===== src/rtl/sap1_control_sequencer.sv =====
// SAP-1 microcode sequencer: step counter plus opcode decode producing the per-cycle control word.
// Step state advances on clk_en and freezes on HLT until reset.
//
// step | meaning
// 0    | fetch: PC -> MAR
// 1    | fetch: RAM -> IR, PC++
// 2    | decode/execute 1 (operand address, LDI, jumps, OUT, HLT)
// 3    | execute 2 (memory read/write)
// 4    | execute 3 (ALU writeback)
// 5..  | idle padding when NUM_STEPS > 5
module sap1_control_sequencer #(
   parameter int NUM_STEPS  = 5,
   parameter int STEP_WIDTH = 3
) (
   input  logic                  clk,
   input  logic                  rst_n,
   input  logic                  clk_en,
   input  logic [3:0]            i_opcode,
   input  logic                  i_carry,
   input  logic                  i_zero,
   output logic [STEP_WIDTH-1:0] o_step,
   output logic                  o_pc_out,
   output logic                  o_pc_count_en,
   output logic                  o_pc_load_en,
   output logic                  o_halt,
   output logic                  o_mar_load,
   output logic                  o_ram_out,
   output logic                  o_ram_load,
   output logic                  o_ir_load,
   output logic                  o_ir_out,
   output logic                  o_a_load,
   output logic                  o_a_out,
   output logic                  o_b_load,
   output logic                  o_alu_out,
   output logic                  o_alu_sub,
   output logic                  o_flags_load,
   output logic                  o_out_load
);

   localparam logic [3:0] OP_LDA = 4'h1, OP_ADD = 4'h2, OP_SUB = 4'h3, OP_STA = 4'h4,
                          OP_LDI = 4'h5, OP_JMP = 4'h6, OP_JC  = 4'h7, OP_JZ  = 4'h8,
                          OP_OUT = 4'hE, OP_HLT = 4'hF;
   localparam logic [STEP_WIDTH-1:0] LAST_STEP = STEP_WIDTH'(NUM_STEPS - 1);
   localparam logic [STEP_WIDTH-1:0] STEP_0 = STEP_WIDTH'(0), STEP_1 = STEP_WIDTH'(1),
                                     STEP_2 = STEP_WIDTH'(2), STEP_3 = STEP_WIDTH'(3),
                                     STEP_4 = STEP_WIDTH'(4);

   logic [STEP_WIDTH-1:0] step;
   logic                  halted;
   logic                  hlt_decode;
   logic                  halt_now;

   assign hlt_decode = (step == STEP_2) && (i_opcode == OP_HLT);
   assign halt_now   = halted || hlt_decode;

   // The latching edge of HLT must not advance the step, so o_step stays at 2.
   always_ff @(posedge clk) begin
      if (!rst_n) begin
         step   <= '0;
         halted <= 1'b0;
      end else if (clk_en && !halt_now) begin
         step <= (step == LAST_STEP) ? '0 : step + STEP_WIDTH'(1);
      end else if (clk_en && hlt_decode) begin
         halted <= 1'b1;
      end
   end

   assign o_step = step;

   always_comb begin
      o_pc_out      = 1'b0;
      o_pc_count_en = 1'b0;
      o_pc_load_en  = 1'b0;
      o_halt        = halt_now;
      o_mar_load    = 1'b0;
      o_ram_out     = 1'b0;
      o_ram_load    = 1'b0;
      o_ir_load     = 1'b0;
      o_ir_out      = 1'b0;
      o_a_load      = 1'b0;
      o_a_out       = 1'b0;
      o_b_load      = 1'b0;
      o_alu_out     = 1'b0;
      o_alu_sub     = 1'b0;
      o_flags_load  = 1'b0;
      o_out_load    = 1'b0;
      if (!halted) begin
         case (step)
            STEP_0: begin
               o_pc_out   = 1'b1;
               o_mar_load = 1'b1;
            end
            STEP_1: begin
               o_ram_out     = 1'b1;
               o_ir_load     = 1'b1;
               o_pc_count_en = 1'b1;
            end
            STEP_2: begin
               case (i_opcode)
                  OP_LDA, OP_ADD, OP_SUB, OP_STA: begin
                     o_ir_out   = 1'b1;
                     o_mar_load = 1'b1;
                  end
                  OP_LDI: begin
                     o_ir_out = 1'b1;
                     o_a_load = 1'b1;
                  end
                  OP_JMP: begin
                     o_ir_out     = 1'b1;
                     o_pc_load_en = 1'b1;
                  end
                  OP_JC: begin
                     o_ir_out     = 1'b1;
                     o_pc_load_en = i_carry;
                  end
                  OP_JZ: begin
                     o_ir_out     = 1'b1;
                     o_pc_load_en = i_zero;
                  end
                  OP_OUT: begin
                     o_a_out    = 1'b1;
                     o_out_load = 1'b1;
                  end
                  default: ;
               endcase
            end
            STEP_3: begin
               case (i_opcode)
                  OP_LDA: begin
                     o_ram_out = 1'b1;
                     o_a_load  = 1'b1;
                  end
                  OP_ADD, OP_SUB: begin
                     o_ram_out = 1'b1;
                     o_b_load  = 1'b1;
                  end
                  OP_STA: begin
                     o_a_out    = 1'b1;
                     o_ram_load = 1'b1;
                  end
                  default: ;
               endcase
            end
            STEP_4: begin
               if (i_opcode == OP_ADD || i_opcode == OP_SUB) begin
                  o_alu_out    = 1'b1;
                  o_a_load     = 1'b1;
                  o_flags_load = 1'b1;
                  o_alu_sub    = (i_opcode == OP_SUB);
               end
            end
            default: ;
         endcase
      end
   end

endmodule

===== config.mk =====
export PLATFORM = sky130hd
export DESIGN_NAME = sap1_control_sequencer
export DESIGN_NICKNAME = d
export VERILOG_FILES = /design/src/rtl/sap1_control_sequencer.sv
export SDC_FILE = /design/constraint.sdc
export NUM_CORES = 1
export LEC_CHECK = 0
export CELL_PAD_IN_SITES_DETAIL_PLACEMENT = 0
export CELL_PAD_IN_SITES_GLOBAL_PLACEMENT = 1
export CORE_MARGIN = 10
export CORE_UTILIZATION = 29
export CTS_CLUSTER_SIZE = 30
export DETAILED_ROUTE_END_ITERATION = 16
export PLACE_DENSITY_LB_ADDON = 0.1
export SYNTH_ARGS = -nofsm -noshare
export SYNTH_HDL_FRONTEND = slang
export SYNTH_SLANG_ARGS = --single-unit

===== constraint.sdc =====
create_clock -name clk -period 4 [get_ports clk]
set_input_delay 0.6 -clock clk [delete_from_list [all_inputs] [get_ports clk]]
set_output_delay 0.6 -clock clk [all_outputs]
set_load 0.02 [all_outputs]

======== Word level (Yosys, flattened, before mapping) ========
Index checks and enable logic that the tools add are counted.
cells by class
  reductions and logical operators ........ 12
  add/sub/neg operators ................... 1
  equality and inequality tests ........... 14
  bitwise gates (word level) .............. 1
  mux-type cells .......................... 38
operators with widths
  operator               count
  $mux W1                32
  $eq A4 B3 Y1 const B   4
  $eq A4 B4 Y1 const B   3
  $eq A4 B2 Y1 const B   2
  $reduce_or A8 Y1       1
  $eq A3 B2 Y1 const B   2
  $pmux W1 S2            3
  $pmux W1 S3            2
  $eq A4 B1 Y1 const B   1
  $reduce_or A4 Y1       1
  $add A3 B1 Y3 const B  1
  $eq A3 B1 Y1 const B   1
  $eq A3 B3 Y1 const B   1
  $logic_and A1 B1 Y1    3
  $logic_not A3 Y1       1
  $mux W3                1
  $reduce_or A3 Y1       1
  $logic_or A1 B1 Y1     2
  $reduce_and A2 Y1      1
  $reduce_or A2 Y1       1
  $logic_not A1 Y1       1
  $not A1 Y1             1
storage, ports and cells
  bits of input ports ..................... 9
  register bits after elaboration ......... 4
  logic and storage cells ................. 68
  output and inout bits ................... 19

======== Depth between registers and ports, before layout ========
Gate-level depths: netlist of run 1.
  depth in word-level cells ............... 7
  gate-level depth with buffers ........... 6
  depth with buffers taken out ............ 5

======== Least setup slack after synthesis of run 1 ========
Ideal clock, no wire load.
  path kind ............................... register to output
  from .................................... register step[0], in the netlist o_step[0]
  to ...................................... output o_alu_sub
  stages on the path, launching flop included .. 6
  arrival time ............................ 1.706 ns
  path slack .............................. 1.694 ns
  data required time ...................... 3.400 ns
  path buffers ............................ 0
  cell sequence ........................... dfxtp_1 inv_1 ha_1 nand2_2 nor4_2 and2_1
on the way
  cells in the longest elaborated chain, start to end .. 3
RTL lines
  what                    line  RTL
  start, declared         48    logic [STEP_WIDTH-1:0] step;
  start signal, assigned  62    step <= (step == LAST_STEP) ? '0 : step + STEP_WIDTH'(1);
  $eq A3 B3 Y1            88    case (step)
  $mux W1                 88
  $mux W1                 87    if (!halted) begin
  end, declared           35    output logic o_alu_sub,
Every way passes these cells.

======== Worst setup path after layout of run 1 ========
  from .................................... input i_opcode[1]
  to ...................................... output o_alu_sub
on the way
  cells in the longest elaborated chain, start to end .. 5
  elaborated cells between the ends (all ways) .. 6
  classes of those cells .................. eq/ne (2); mux (3); reduce/logical (1)
RTL lines
  what                             line      RTL
  start, declared                  18        input logic [3:0] i_opcode,
  $eq A4 B2 Y1 (on tied branches)  145, 149
  $logic_or A1 B1 Y1               145       if (i_opcode == OP_ADD || i_opcode == OP_SUB) begin
  $mux W1 *                        145
  $mux W1 *                        88
  $mux W1 *                        87
Every way passes the cells marked *; elsewhere a longest branch is shown, timed or not.

==> results of run 1 <==
power by group through the flow:
| stage | Clock, mW | Sequential [mW] | Combinational (mW) |
|---|---|---|---|
| 2_1_floorplan | 0 | 0.0479 | 0.0450 |
| 6_report | 0.0499 | 0.0455 | 0.0780 |
| 4_1_cts | 0.0527 | 0.0456 | 0.0793 |
| 3_5_place_dp | 0 | 0.0462 | 0.0790 |
| 3_3_place_gp | 0 | 0.0461 | 0.0785 |
| 5_1_grt | 0.0550 | 0.0461 | 0.0862 |
cells by family (layout without fill, tap and decap cells):
group,Yosys count,count (layout),synth area share [%]
buf+inv,9,34,10.5
mux,3,3,5.26
xor+xnor,1,1,1.54
flops,4,4,14.0
compound gates,12,12,15.8
fa+ha+maj,5,5,11.0
simple gates,39,39,41.9
final cells by class:
type | instances | area [um^2]
flip-flops and latches | 4 | 80.1
inverters | 4 | 15.0
well taps | 25 | 31.3
multi-input cells | 60 | 430
repair buffers | 27 | 270
fillers | 199 | 952
clock buffers | 3 | 22.5
layout by cell type, fill, tap and decap left out, types with 2 or more instances in the layout:
cell             instances
nor4_1                   2
nand2b_1                 3
and2_1                   3
clkbuf_4                 3
mux2i_1                  3
nand2_1                  8
nand3b_1                 2
clkdlybuf4s50_1         27
nand3_1                  4
inv_1                    4
o21bai_1                 2
dfxtp_1                  4
nor2_1                   8
a21oi_1                  3
ha_1                     5
o21a_1                   2
worst max-delay path, delay by kind of cell:
| kind | cells | cell delay [ns] |
|---|---|---|
| AND/OR/NAND/NOR | 3 | 0.55 |
| buffers and inverters | 2 | 1.29 |
flip-flops by register name, indices dropped and copies added (netlist names):
signal and count:
o_step 3, halted 1
routing by layer:
metal	vias up	global-route usage, %	wire length [um]
li1	301	-	-
met1	281	9.67	750
met2	21	12.2	765
met3	2	3.66	145
met4	0	2.41	10
met5	-	0	0
how the worst max path moves through the flow:
| stage | from | end |
|---|---|---|
| finish | i_opcode[1] | o_alu_sub |
| global route | i_opcode[1] | o_alu_sub |
| CTS | i_opcode[1] | o_alu_sub |
| detailed placement | i_opcode[1] | o_alu_sub |
| global placement | i_opcode[1] | o_mar_load |
| floorplan | o_step[0]$_SDFFE_PN0P_ | o_alu_sub |
stage by stage:
step | total power, mW | util, %
6_report | 0.173 | 47.2
5_1_grt | 0.187 | 47.2
4_1_cts | 0.178 | 47.2
3_5_place_dp | 0.125 | 45.9
3_3_place_gp | 0.125 | 45.9
2_1_floorplan | 0.0929 | -
==> impl_metrics.py, run 1 <==
metrics = {
    "power": {
        "power_switching_uw": 60.0,
        "pwr-share-seq_pct": 26.3,
        "p_sw_share_pct": 34.6,
        "p_leak_nw": 0.321,
        "ir_worst_vdd_mv": 0.175,
        "combinationalPowerShare_pct": 44.9,
        "powerDensity_nw_per_um2": 204,
        "pwr-share-clk_pct": 28.8,
        "p_int_uw": 113,
    },
    "timing": {
        "hold_slack_ns": 0.518,
        "relSlewSlack_pct": 70.9,
        "clock_skew_ns": 0.00112,
        "max_freq_ghz": 0.328,
        "slew_violations": 0,
        "worst_slack_ns": 0.947,
        "period_needed_ns": 3.05,
        "tightest_slew_ns": 0.435,
        "min_period_over_period_pct": 76.3,
        "tns_ns": 0,
        "setup_violations": 0,
        "finalHoldViolCount": 0,
        "rsz0062_at_grt": "no",
    },
    "global_routing": {
        "grt_pass1_vias": 583,
        "grt_max_degree": 11,
        "grt_remaining_overflow": 0,
        "track_usage_pct": 7.97,
        "grt_first_pass_wirelength_mm": 2.79,
        "grt_antenna_before_repair": 0,
    },
    "cells_and_area": {
        "syn_to_final_growth_pct": 48.9,
        "stdcell_area_um2": 850,
        "fin_nets": 114,
        "drive_above_1_share_pct": 9.18,
        "diodes": 0,
        "stdcell_count": 123,
    },
    "setup_path": {
        "crit_chain": "clkdlybuf4s50_1 -> nand2b_1 -> nor4_2 -> and2_1 -> clkdlybuf4s50_1",
        "r2r_cells": 5,
        "cp-end-kind": "output port",
        "path_common_cell": "clkdlybuf4s50_1",
        "path_class": "in -> out",
        "worst_r2r_startpoint": "o_step[0]$_SDFFE_PN0P_",
        "cpPeakStageDelay_ns": 0.69,
        "crit_slowest_cell": "clkdlybuf4s50_1",
        "cp_max_fo": 10,
        "required_ns": 3.40,
        "r2r-end": "o_step[1]$_SDFFE_PN0P_",
        "r2r_setup_slack_ns": 2.52,
        "cp_data_arrival_time_ns": 2.45,
        "worst_setup_path_start_kind": "input pin",
    },
    "floorplan": {
        "rows": 15,
        "die_area_um2": 4140,
        "start_util_pct": 31.7,
        "die_w_um": 64.4,
        "core_um2": 1800,
        "num_io_pins": 28,
        "die_h_um": 64.4,
    },
    "yosys": {
        "async_flop_share_pct": 0,
        "synth_top_cells_by_area": "dfxtp_1 14%, ha_1 11%, mux2i_1 5.3%",
        "yosysUniqueCellTypes": 31,
        "ys_seq_elements": 4,
        "synth_edf_count": 0,
        "ys.flop_type": "dfxtp_1",
        "yosysTopAreaCellShare_pct": 14.0,
        "syn_inst": 73,
        "avgSynthCellArea_um2": 7.82,
        "synth-seq-area-share_pct": 14.0,
        "yosys_warnings": 0,
        "synth_commonest_cells": "8 x nand2_1, 8 x nor2_1, 5 x ha_1",
        "syn_nets": 87,
        "synth_top_cell_by_area": "dfxtp_1",
        "synth.cell_area_um2": 571,
    },
    "clock_tree": {
        "cts_setup_buffers": 0,
        "cts_tree": "done",
        "clock_sinks": 4,
        "clockBufferDepth": 2,
        "htree_levels": 1,
        "cts_root_buf": "clkbuf_4",
        "clkLatencyLatePin_ns": 0.23,
        "postCtsResizedCells": 0,
        "cts_buffers": 3,
        "clk_pin_slew_ns": 0.04,
        "hold_buffers": 0,
    },
    "placed_design": {
        "pre_cts_ws_ns": 0.925,
        "placed_area_um2": 827,
        "portBuffers": 27,
        "gp_congestion": 0.789,
        "dp.cells": 120,
        "post-dp-hpwl_mm": 1.35,
    },
    "status": {
        "status": "completed",
    },
    "routing": {
        "wl_per_cell_um": 13.6,
        "drc": 0,
        "vias": 605,
        "drt.antenna.violating_nets": 0,
        "via_per_inst": 4.92,
        "drt_iter0_drc": 19,
        "firstDrtPassIters": 4,
        "wl_mm": 1.67,
    },
    "hold_path": {
        "min_path_type": "reg -> reg",
        "hp-start": "o_step[0]$_SDFFE_PN0P_",
        "min_to": "o_step[0]$_SDFFE_PN0P_",
        "whs_path_depth": 2,
    },
    "flow_run": {
        "cap_violations": 0,
    },
}
(Power assumes the default switching activity.)
==> inputs of run 2 (changes only) <==
--- a/config.mk
+++ b/config.mk
@@ -8,7 +8,7 @@
 export CELL_PAD_IN_SITES_DETAIL_PLACEMENT = 0
 export CELL_PAD_IN_SITES_GLOBAL_PLACEMENT = 1
 export CORE_MARGIN = 10
-export CORE_UTILIZATION = 29
+export CORE_UTILIZATION = 24
 export CTS_CLUSTER_SIZE = 30
 export DETAILED_ROUTE_END_ITERATION = 16
 export PLACE_DENSITY_LB_ADDON = 0.1
==> constraint.sdc (replaced) <==
create_clock -name clk -period 2.5 [get_ports clk]
set_input_delay 0.375 -clock clk [delete_from_list [all_inputs] [get_ports clk]]
set_output_delay 0.375 -clock clk [all_outputs]
set_load 0.02 [all_outputs]
==> run 2 against run 1 <==
Register-to-register slack lost 1.6 ns; clock power increased by 59%; sequential power rose by 60%; final cell count increased by 8.9%; power rose by 64%; non-clock buffer count rose by 8; core utilization decreased by 5.9 points; critical path depth unchanged; sequential share of layout area is 0.74 points lower; critical endpoint is now o_pc_load_en.
==> impl_metrics.py, run 2 (synthesis gave the netlist of run 1 again) <==
metrics = {
    "hold_path": {
        "hp-start": "o_step[0]$_SDFFE_PN0P_",
        "min_to": "o_step[0]$_SDFFE_PN0P_",
        "whs_path_depth": 2,
        "min_path_type": "reg -> reg",
    },
    "timing": {
        "setup_violations": 0,
        "worst_slack_ns": 0.178,
        "slew_violations": 0,
        "rsz0062_at_grt": "no",
        "min_period_over_period_pct": 92.9,
        "relSlewSlack_pct": 75.0,
        "max_freq_ghz": 0.431,
        "clock_skew_ns": 0.000160,
        "tightest_slew_ns": 0.375,
        "hold_slack_ns": 0.523,
        "period_needed_ns": 2.32,
        "finalHoldViolCount": 0,
        "tns_ns": 0,
    },
    "clock_tree": {
        "hold_buffers": 0,
        "clkLatencyLatePin_ns": 0.23,
        "cts_tree": "done",
        "clk_pin_slew_ns": 0.04,
        "clock_sinks": 4,
        "clockBufferDepth": 2,
        "cts_root_buf": "clkbuf_4",
        "postCtsResizedCells": 8,
        "cts_buffers": 3,
        "htree_levels": 1,
        "cts_setup_buffers": 0,
    },
    "global_routing": {
        "grt_max_degree": 11,
        "grt_antenna_before_repair": 0,
        "grt_remaining_overflow": 0,
        "grt_first_pass_wirelength_mm": 2.83,
        "track_usage_pct": 7.53,
        "grt_pass1_vias": 628,
    },
    "setup_path": {
        "r2r_cells": 7,
        "cp_max_fo": 4,
        "worst_r2r_startpoint": "o_step[0]$_SDFFE_PN0P_",
        "worst_setup_path_start_kind": "input pin",
        "path_class": "in -> out",
        "r2r_setup_slack_ns": 0.93,
        "required_ns": 2.12,
        "cp_data_arrival_time_ns": 1.95,
        "r2r-end": "o_step[2]$_SDFFE_PN0P_",
        "cp-end-kind": "output port",
    },
    "routing": {
        "drc": 0,
        "firstDrtPassIters": 3,
        "wl_per_cell_um": 12.8,
        "via_per_inst": 4.60,
        "drt.antenna.violating_nets": 0,
        "drt_iter0_drc": 16,
        "vias": 616,
        "wl_mm": 1.72,
    },
    "floorplan": {
        "rows": 17,
        "core_um2": 2230,
        "die_w_um": 68.8,
        "die_area_um2": 4730,
        "start_util_pct": 25.5,
        "num_io_pins": 28,
        "die_h_um": 68.8,
    },
    "cells_and_area": {
        "stdcell_area_um2": 922,
        "layout_common_cells": "18 x clkdlybuf4s50_1, 8 x nand2_1, 8 x buf_4",
        "final_common_cell": "clkdlybuf4s50_1",
        "largest_reg_flops": 3,
        "nFillCells": 249,
        "fin_nets": 122,
        "syn_to_final_growth_pct": 61.6,
        "drive_above_1_share_pct": 17.0,
        "diodes": 0,
    },
    "placed_design": {
        "placed_area_um2": 891,
        "portBuffers": 27,
        "post-dp-hpwl_mm": 1.41,
        "pre_cts_ws_ns": -0.0476,
        "gp_congestion": 0.801,
    },
    "flow_run": {
        "cap_violations": 0,
    },
    "power": {
        "ir_worst_vdd_mv": 0.163,
        "totalPowerFinal_uw": 284,
        "powerDensity_nw_per_um2": 308,
        "p_leak_nw": 0.426,
    },
    "status": {
        "status": "completed",
    },
}
[run 2: cell types whose count changed in the layout (fill, tap and decap cells not counted)]
cell	change
nor3_2	-1
clkdlybuf4s50_1	-9
nor2_2	+1
nor3_4	+1
dlygate4sd2_1	+6
dlymetal6s2s_1	+3
buf_4	+8
nor2_1	-1
[run 2: cell type report]
cell class | instances | area, um^2 | area share (%)
Sequential cell | 4 | 80.1 | 8.68
Timing Repair Buffer | 35 | 330 | 35.8
Clock buffer | 3 | 22.5 | 2.44
Multi-Input combinational cell | 60 | 439 | 47.6
Tap cell | 28 | 35.0 | 3.80
Inverter | 4 | 15.0 | 1.63
[run 2: worst max-delay path, stage by stage]
cell and delay, ns:
clkdlybuf4s50_1 0.45, buf_4 0.17, nand4b_1 0.16, a21oi_1 0.16, clkdlybuf4s50_1 0.62
[run 2: where the power goes]
part           internal [mW]  switching, mW  leakage, nW
Clock                 0.0536         0.0255       0.0138
Sequential            0.0678        0.00523       0.0326
Combinational         0.0644         0.0675        0.379
Total                  0.186         0.0982        0.426
[run 2: how the worst max path moves through the flow]
stage,depth (start not counted),to,start
global placement,5,o_ram_out,i_opcode[2]
detailed placement,5,o_pc_load_en,i_opcode[1]
floorplan,5,o_alu_sub,o_step[0]$_SDFFE_PN0P_
global route,6,o_halt,o_step[0]$_SDFFE_PN0P_
CTS,6,o_a_load,o_step[1]$_SDFFE_PN0P_
finish,5,o_pc_load_en,i_opcode[3]
[run 2: per-layer routing]
metal  up-vias  part of all wire, %  track usage [%]
met5         -                    0                0
met4         0                  1.2             3.69
met3         2                  7.0             2.58
met2        14                   51             13.1
met1       283                   41             7.91
li1        317                    -                -
[run 2: metrics by stage]
stage / util [%] / std cells
4_1_cts: 41.0 / 134
2_1_floorplan: - / 73
6_report: 41.3 / 134
5_1_grt: 41.3 / 134
3_5_place_dp: 39.9 / 131
3_3_place_gp: 39.9 / 131
==> edit: new RTL, settings of run 2 <==
The parameter `STEP_WIDTH` goes from 3 to 5.
--- a/src/rtl/sap1_control_sequencer.sv
+++ b/src/rtl/sap1_control_sequencer.sv
@@ -10,7 +10,7 @@
 // 5..  | idle padding when NUM_STEPS > 5
 module sap1_control_sequencer #(
    parameter int NUM_STEPS  = 5,
-   parameter int STEP_WIDTH = 3
+   parameter int STEP_WIDTH = 5
 ) (
    input  logic                  clk,
    input  logic                  rst_n,
Ports: changed (resized o_step); port bits go from 28 to 30. No check against the original RTL was run, so the function may have changed too.
==> edit against run 2 <==
  * Total power increased by 11%
  * Sequential cell count is 2 higher
  * Synthesized cell count increased by 16%
  * Sequential power rose by 42%
  * Die area grew 5.3%
  * Synthesized area is 7.5% higher
  * Cell area rose by 14%
  * Combinational power shrank 5%
  * Routed wire length is 23% higher
  * Clock skew is 0.00088 ns higher
  * Worst setup slack worse by 0.0014 ns
  * Worst hold slack improved by 0.031 ns
  * Global-route usage up 0.71 points
  * Largest power group unchanged
==> edit: results (changes against run 2) <==
- Post-Synth Adder-Cell Area: 0.08163 (was 0.1096)
- GRT Total Usage: 0.08230 (was 0.07525)
- Via density: 4.768 (was 4.597)
- Met3 wire length: 210 um (was 120 um)
- Clk_skew: 0.001044 ns (was 0.0001603 ns)
- Sequential share of the synthesized area: 0.1959 (was 0.1404)
- Max_slew headroom: 0.7029 (was 0.7500)
- Routed length on met1: 973 um (was 701 um)
- Compound-cell area share of the yosys netlist: 0.1612 (was 0.1579)
- Layout cells sized above 1: 0.2160 (was 0.1698)
- Number of global-route vias before repair: 691 (was 628)
- Most frequent cells after synthesis: dfxtp_1 (6), nand2_1 (6), nand3_1 (6), nor2_1 (6), nor3_1 (6) (was nand2_1 (8), nor2_1 (8), ha_1 (5))
- Fillcell total: 259 (was 249)
- Maximum VDD drop: 0.0002134 V (was 0.0001632 V)
- Pre-CTS WS: -0.5236 ns (was -0.04756 ns)
- Multiplexer area fraction after synthesis: 0.03265 (was 0.05263)
- First-pass GRT wire length: 3367 um (was 2829 um)
- Met3 Usage GRT: 0.05021 (was 0.02576)
- WL met2: 916 um (was 875 um)
- RePlAce Congestion: 0.7243 (was 0.8006)
- H-Tree Depth: 1 (unchanged)
- Total number of vias: 739 (was 616)
- P per Cell Area: 300.1 mW/mm^2 (was 308.0 mW/mm^2)
- Crit-path max FO: 5 (was 4)
- PortBufs: 29 (was 27)
- Cell Count Post-Placement: 152 (was 131)
- Post-cts sizing count: 24 (was 8)
- Dpl hpwl: 1752 um (was 1414 um)
- P_leak: 0.0004459 uW (was 0.0004258 uW)
- # diodes: 0 (unchanged)
- M2 GR Usage: 0.1238 (was 0.1313)
- Synth unique cells: 32 (was 31)
- Synthesized Nets: 98 (was 87)
- First DRT Iteration DRCs: 12 (was 16)
- Max reg flops: 5 (was 3)
- Cells after Synth: 85 (was 73)
- Met1 usage: 0.09710 (was 0.07909)
- Top post-synthesis cells by area: dfxtp_1 (20%), ha_1 (8.2%), nand3_1 (4.9%) (was dfxtp_1 (14%), ha_1 (11%), mux2i_1 (5.3%))
- Outcome: finished clean (unchanged)
- Final #Nets: 140 (was 122)
-- edit: final cells by class --
class                           count  area share
Multi-Input combinational cell     69      0.4433
Timing Repair Buffer               44      0.3740
Sequential cell                     6      0.1147
Tap cell                           30     0.03584
Clock buffer                        3     0.02151
Inverter                            3     0.01075
-- edit: path summary, 6_finish.rpt --
check / start / end / slack, ns / cells past startpoint
setup / recovery: i_opcode[1] / o_mar_load / 0.18 / 6
hold / removal: o_step[1]$_SDFFE_PN0P_ / o_step[1]$_SDFFE_PN0P_ / 0.55 / 2
setup reg to reg: o_step[3]$_SDFFE_PN0P_ / o_step[2]$_SDFFE_PN0P_ / 0.75 / 5
hold reg to reg: o_step[1]$_SDFFE_PN0P_ / o_step[1]$_SDFFE_PN0P_ / 0.55 / 2
-- edit: power breakdown --
part / leakage (uW) / total (uW) / internal (uW) / switching [uW]
clock network: 0.0000138 / 85.7 / 54.1 / 31.6
registers: 0.0000487 / 104 / 99.1 / 4.74
logic: 0.000383 / 125 / 61.6 / 63.1
